--- src/rtl/alarm_snooze_ctrl.sv ---
// rtl/alarm_snooze_ctrl.sv - alarm ring/snooze/acknowledge sequencer on a 1 Hz clock
// All outputs are registers; STOP_al requests the upstream time-keeper to drop Alarm.
module alarm_snooze_ctrl #(
  parameter int SNOOZE_SEC   = 300,
  parameter int RING_TIMEOUT = 60,
  parameter int MAX_SNOOZE   = 3
) (
  input  logic       reset,
  input  logic       clk_1s,
  input  logic       Alarm,
  input  logic       SNOOZE_btn,
  input  logic       STOP_btn,
  output logic       STOP_al,
  output logic       Buzzer,
  output logic [1:0] state,
  output logic [1:0] snooze_cnt,
  output logic [8:0] remain,
  output logic       Missed
);

  typedef enum logic [1:0] {
    IDLE    = 2'd0,
    RINGING = 2'd1,
    ACK     = 2'd2,
    SNOOZE  = 2'd3
  } state_t;

  localparam logic [1:0] MAX_CNT    = 2'(MAX_SNOOZE);
  localparam logic [8:0] SNOOZE_LEN = 9'(SNOOZE_SEC);
  localparam logic [6:0] RING_LAST  = 7'(RING_TIMEOUT - 1);

  state_t     r_state;
  logic       r_stop_al;
  logic       r_buzzer;
  logic [1:0] r_snooze_cnt;
  logic [8:0] r_remain;
  logic       r_missed;
  logic [6:0] r_ring_timer;

  logic w_can_snooze;
  logic w_ring_done;

  assign w_can_snooze = (r_snooze_cnt < MAX_CNT);
  assign w_ring_done  = (r_ring_timer == RING_LAST);

  always_ff @(posedge clk_1s or posedge reset) begin
    if (reset) begin
      r_state      <= IDLE;
      r_stop_al    <= 1'b0;
      r_buzzer     <= 1'b0;
      r_snooze_cnt <= 2'd0;
      r_remain     <= 9'd0;
      r_missed     <= 1'b0;
      r_ring_timer <= 7'd0;
    end else begin
      // STOP_al holds only while Alarm is still asserted; a new request below overrides.
      r_stop_al <= r_stop_al & Alarm;
      r_buzzer  <= 1'b0;
      case (r_state)
        IDLE: begin
          if (Alarm) begin
            r_state      <= RINGING;
            r_ring_timer <= 7'd0;
            r_snooze_cnt <= 2'd0;
            r_missed     <= 1'b0;
            r_buzzer     <= 1'b1;
          end
        end
        RINGING: begin
          if (STOP_btn) begin
            r_state   <= ACK;
            r_stop_al <= 1'b1;
          end else if ((SNOOZE_btn || w_ring_done) && w_can_snooze) begin
            r_state      <= SNOOZE;
            r_snooze_cnt <= r_snooze_cnt + 2'd1;
            r_remain     <= SNOOZE_LEN;
            r_stop_al    <= 1'b1;
          end else if (w_ring_done) begin
            r_state   <= ACK;
            r_stop_al <= 1'b1;
            r_missed  <= 1'b1;
          end else begin
            // An exhausted snooze press counts as no button, so the timeout still applies.
            r_ring_timer <= r_ring_timer + 7'd1;
            r_buzzer     <= ~r_buzzer;
          end
        end
        SNOOZE: begin
          if (STOP_btn) begin
            r_state      <= IDLE;
            r_remain     <= 9'd0;
            r_snooze_cnt <= 2'd0;
          end else if (r_remain <= 9'd1) begin
            r_state      <= RINGING;
            r_ring_timer <= 7'd0;
            r_remain     <= 9'd0;
            r_buzzer     <= 1'b1;
          end else begin
            r_remain <= r_remain - 9'd1;
          end
        end
        ACK: begin
          if (!Alarm) begin
            r_state <= IDLE;
          end
        end
        default: r_state <= IDLE;
      endcase
    end
  end

  assign STOP_al    = r_stop_al;
  assign Buzzer     = r_buzzer;
  assign state      = r_state;
  assign snooze_cnt = r_snooze_cnt;
  assign remain     = r_remain;
  assign Missed     = r_missed;

endmodule

--- config.mk ---
export PLATFORM = sky130hd
export DESIGN_NAME = alarm_snooze_ctrl
export DESIGN_NICKNAME = d
export VERILOG_FILES = /design/src/rtl/alarm_snooze_ctrl.sv
export SDC_FILE = /design/constraint.sdc
export NUM_CORES = 1
export LEC_CHECK = 0
export ABC_AREA = 0
export CELL_PAD_IN_SITES_DETAIL_PLACEMENT = 1
export CELL_PAD_IN_SITES_GLOBAL_PLACEMENT = 1
export CORE_ASPECT_RATIO = 1.2
export CORE_UTILIZATION = 37
export DETAILED_ROUTE_END_ITERATION = 10
export PLACE_DENSITY = 0.77
export SETUP_SLACK_MARGIN = 0.5
export SYNTH_ARGS = -nofsm -noshare
export SYNTH_HDL_FRONTEND = slang
export SYNTH_SLANG_ARGS = --single-unit
--- constraint.sdc ---
create_clock -name clk_1s -period 1.85 [get_ports clk_1s]
set_clock_uncertainty 0.1 [all_clocks]
set_input_delay 0.185 -clock clk_1s [delete_from_list [all_inputs] [get_ports clk_1s]]
set_output_delay 0.185 -clock clk_1s [all_outputs]
set_load 0.01 [all_outputs]
==> results of run 1 <==
cell usage after synthesis (all sizes together) (3+ instances only):
| library cell | instances | area, um2 |
|---|---|---|
| dfrtp | 23 | 576 |
| nand3 | 14 | 70.1 |
| inv | 9 | 33.8 |
| a21oi | 8 | 40.0 |
| nand2 | 8 | 30.0 |
| mux2i | 7 | 70.1 |
| nand3b | 7 | 52.6 |
| nor3 | 7 | 40.0 |
| o211ai | 7 | 57.6 |
| clkbuf | 5 | 28.8 |
| nor2 | 5 | 18.8 |
| ha | 4 | 50.1 |
| nand2b | 3 | 18.8 |
| nand4 | 3 | 18.8 |
| nor2b | 3 | 18.8 |
| nor4 | 3 | 18.8 |
| o21ai | 3 | 15.0 |
| o22ai | 3 | 18.8 |
| or4 | 3 | 28.8 |
metrics by stage:
step	hold slack (ns)	worst slack, ns	setup TNS, ns	utilization, %
2_1_floorplan	0.0866	-0.126	-0.423	-
3_3_place_gp	0.370	-0.0994	-0.358	55.7
3_5_place_dp	0.373	-0.168	-1.03	55.7
4_1_cts	0.166	-0.116	-0.490	66.0
cell families after synthesis:
family / share of synthesized area [%]
AOI/OAI and AO/OA: 20.2
and+or+nand+nor: 28.1
DFF: 38.5
buffers and inverters: 5.27
muxes: 4.68
adders and majority gates: 3.34
repair_timing:
item / 4_1_cts
endpoints found under the setup margin: 39
pin swaps: 14
gates resized for setup: 84
buffers inserted: 23
endpoints found under the hold margin: 0
gates cloned: 0
hold buffers: 0
==> flow_metrics.tcl, run 1 <==
set metrics [dict create \
    die_h_um 71.7 \
    synth-seq-cells 23 \
    ys.warnings.count 0 \
    grt_max_degree 24 \
    ios 21 \
    syn_area_per_cell_um2 9.35 \
    endpoint_type "sequential cell input" \
    grt_antenna_before_repair 1 \
    h-tree-depth 1 \
    synthArstFlopShare_pct 100 \
    dp.cells 269 \
    root_buffer "clkbuf_8" \
    netlist_instances 160 \
    fp-row-count 24 \
    synth.distinct_cells 48 \
    seq_area_frac_synth_pct 38.5 \
    gp_congestion 0.866 \
    synth_edf_count 0 \
    dpl_cell_area_um2 2090 \
    haltStage "5_1_grt" \
    io_buffers 20 \
    cts_buffers 3 \
    worstEndpointGrtRepair "state[1]$_DFFE_PP0P_/D" \
    firstError "[ERROR DPL-0033] detailed placement checks failed during check placement." \
    synth_ff_type "dfrtp_1" \
    status "did not finish" \
    dp_hpwl_um 3810 \
    die_w_um 60.1 \
    syn-cell-area_um2 1500 \
    start_util_pct 39.9 \
    syn-num-nets 169 \
    cts_sinks 23 \
    clockBufferDepth 2 \
]
==> run 2: changes to the inputs <==
Settings changed: CELL_PAD_IN_SITES_DETAIL_PLACEMENT 1 to unset, CELL_PAD_IN_SITES_GLOBAL_PLACEMENT 1 to unset, CORE_ASPECT_RATIO 1.2 to unset, CORE_UTILIZATION 37 to 25, PLACE_DENSITY 0.77 to unset, PLACE_DENSITY_LB_ADDON set to 0.15, SETUP_SLACK_MARGIN 0.5 to unset.
Clock period 1.85 ns to 2.4 ns, I/O delays scaled along.
==> run 2 against run 1 <==
  * The run now ends clean
  * Synthesized area unchanged
  * Synthesized cell count unchanged
==> flow_metrics.tcl, run 2 <==
set metrics [dict create \
    clockBufferDepth 2 \
    h-tree-depth 1 \
    grt_pass1_wl_um 6250 \
    syn-cell-area_um2 1500 \
    die_h_um 79.4 \
    nNetsFinal 199 \
    dp_hpwl_um 2840 \
    ir_drop_mv 0.414 \
    cts_buffers 3 \
    synthArstFlopShare_pct 100 \
    grtUsageMet2_pct 22.2 \
    drtIter0Drc 66 \
    critPathMaxStageDelay_ns 0.46 \
    p_clk_share_pct 13.5 \
    yosys.area.top_type "dfrtp_1" \
    slew_headroom_pct 59.1 \
    cts.clk_slew.worst_paths_ns 0.09 \
    crit_fanout 9 \
    via_per_inst 5.35 \
    required_ns 2.50 \
    start_kind "flip-flop" \
    final_cell_mix "dfrtp_1 (23), clkdlybuf4s50_1 (20), nand3_1 (14), buf_4 (12), inv_1 (9)" \
    grt_max_degree 24 \
    fin_crit_ns 2.13 \
    cts_tree "done" \
    p_leak_nw 0.784 \
    grtUsageTotal_pct 12.8 \
    power.share.switching_pct 41.3 \
    avgRoutedWirePerCell_um 14.6 \
    final_common_cell "dfrtp_1" \
    fmax_ghz 0.470 \
    totalPowerFinal_mw 1.84 \
    ys_top_cells_by_count "dfrtp_1 (23), nand3_1 (14), inv_1 (9), a21oi_1 (8), nand2_1 (8)" \
    criticalPathCategory "reg2reg" \
    crit_path_top_delay_cell "nor4b_1" \
    largest_reg_flops 9 \
    post-synth-top-count-cell "dfrtp_1" \
    internal_power_mw 1.08 \
    synth_edf_count 0 \
    io_buffers 20 \
    crit_start "remain[5]" \
    netlist_instances 160 \
    grt-busiest-layer "met2" \
    timing.final.crit_share_pct 88.6 \
    synthTopCellsByArea "dfrtp_1 (38%), mux2i_1 (4.7%), nand3_1 (4.7%)" \
    fin_tns_setup_ns 0 \
    clock_latency_ns 0.27 \
    syn-num-nets 169 \
    gp_congestion 0.791 \
    fill_cells 581 \
    cts_resized 0 \
    grtUsageMet3_pct 3.22 \
    drt_wl_total_um 3800 \
    cts_hold_buffers 0 \
    timing.hold.ws_ns 0.210 \
    p_seq_share_pct 33.4 \
    syn_area_per_cell_um2 9.35 \
    first_global_vias 1285 \
    synth-seq-cells 23 \
    ios 21 \
    drc 0 \
    finalSetupViolCount 0 \
    post_cts_buffers 0 \
    cts_sinks 23 \
    design_area_um2 1880 \
    dieArea_um2 6300 \
    synth_ff_type "dfrtp_1" \
    core-area_um2 5640 \
    root_buffer "clkbuf_8" \
    overflow 0 \
    synth.distinct_cells 48 \
    antenna_cells 0 \
    hold_path.class "in2async" \
    crit_arrival_ns 2.22 \
    antenna_left 0 \
    r2r_start "remain[5]" \
    ys.warnings.count 0 \
    power_switching_mw 0.762 \
    status "completed" \
    vias 1397 \
    tightest_slew_ns 0.606 \
    drive_gt1_share_pct 12.7 \
    finalHoldViolCount 0 \
    seq_area_frac_synth_pct 38.5 \
    die_w_um 79.4 \
    drv_cap 0 \
    crit_chain "buf_4 > nor3_1 > a41oi_1 > nor4b_1 > mux2i_1" \
    syn_to_final_growth_pct 25.5 \
    grt_use_met1_pct 15.9 \
    start_util_pct 26.5 \
    grt_setup_unrepaired "no" \
    slew_violations 0 \
    grt_antenna_before_repair 0 \
    fp-row-count 27 \
    synth_top_cell_area_share_pct 38.5 \
    firstDrtPassIters 4 \
    comb_power_share_pct 53.1 \
    power.density_nw_per_um2 981 \
    dpl_cell_area_um2 1830 \
    endpoint_kind "flip-flop" \
]
## run 2: cell counts after synthesis
No cell type changed its count.
## run 2: worst max-delay path, delay by kind of cell (launching register included)
kind            cells  cell delay [ns]
simple gates        2             0.82
compound gates      1             0.37
mux                 1             0.23
flops               1             0.38
buf+inv             1             0.16
## run 2: cell families after synthesis
| family | after synthesis | synth area share (%) |
|---|---|---|
| buf+inv | 16 | 5.27 |
| mux | 7 | 4.68 |
| compound gates | 41 | 20.2 |
| flops | 23 | 38.5 |
| fa+ha+maj | 4 | 3.34 |
| simple gates | 69 | 28.1 |
## run 2: metrics by stage
stage | util [%] | setup WS [ns] | std cells
final | 33.3 | 0.273 | 261
after global routing | 33.3 | 0.127 | 261
after CTS | 33.3 | 0.274 | 261
after detailed placement | 32.5 | 0.219 | 257
after global placement | 32.5 | 0.256 | 257
after floorplan | - | 0.326 | 160
## run 2: worst paths after layout
| path | slack [ns] | cells after the start | end |
|---|---|---|---|
| max | 0.27 | 5 | r_ring_timer[2] |
| min | 0.21 | 3 | r_ring_timer[4] |
| max reg2reg | 0.27 | 5 | r_ring_timer[2] |
| min reg2reg | 0.39 | 1 | STOP_al |
| max in group asynchronous | 1.76 | 3 | r_ring_timer[5] |
| min in group clk_1s | 0.39 | 1 | STOP_al |
## run 2: power groups by stage
stage	Sequential, mW	Combinational (mW)	Clock (mW)
2_1_floorplan	0.659	0.548	0
3_3_place_gp	0.619	0.980	0
3_5_place_dp	0.622	0.984	0
4_1_cts	0.615	0.987	0.264
5_1_grt	0.633	1.08	0.274
6_report	0.615	0.979	0.249
## run 2: final cells by class
class,instances,area (um2),share of cell area [%]
Clock inverter,1,5.00,0.266
Multi-Input combinational cell,121,842,44.8
Tap cell,72,90.1,4.80
Sequential cell,23,576,30.6
Inverter,9,33.8,1.80
Timing Repair Buffer,32,290,15.5
Clock buffer,3,41.3,2.20
## run 2: routing by layer
| metal | up-vias | wire [um] |
|---|---|---|
| met4 | 0 | 40 |
| met2 | 30 | 1870 |
| met1 | 682 | 1740 |
| met3 | 4 | 150 |
| li1 | 681 | - |
| met5 | - | 0 |
(Power assumes the default switching activity.)
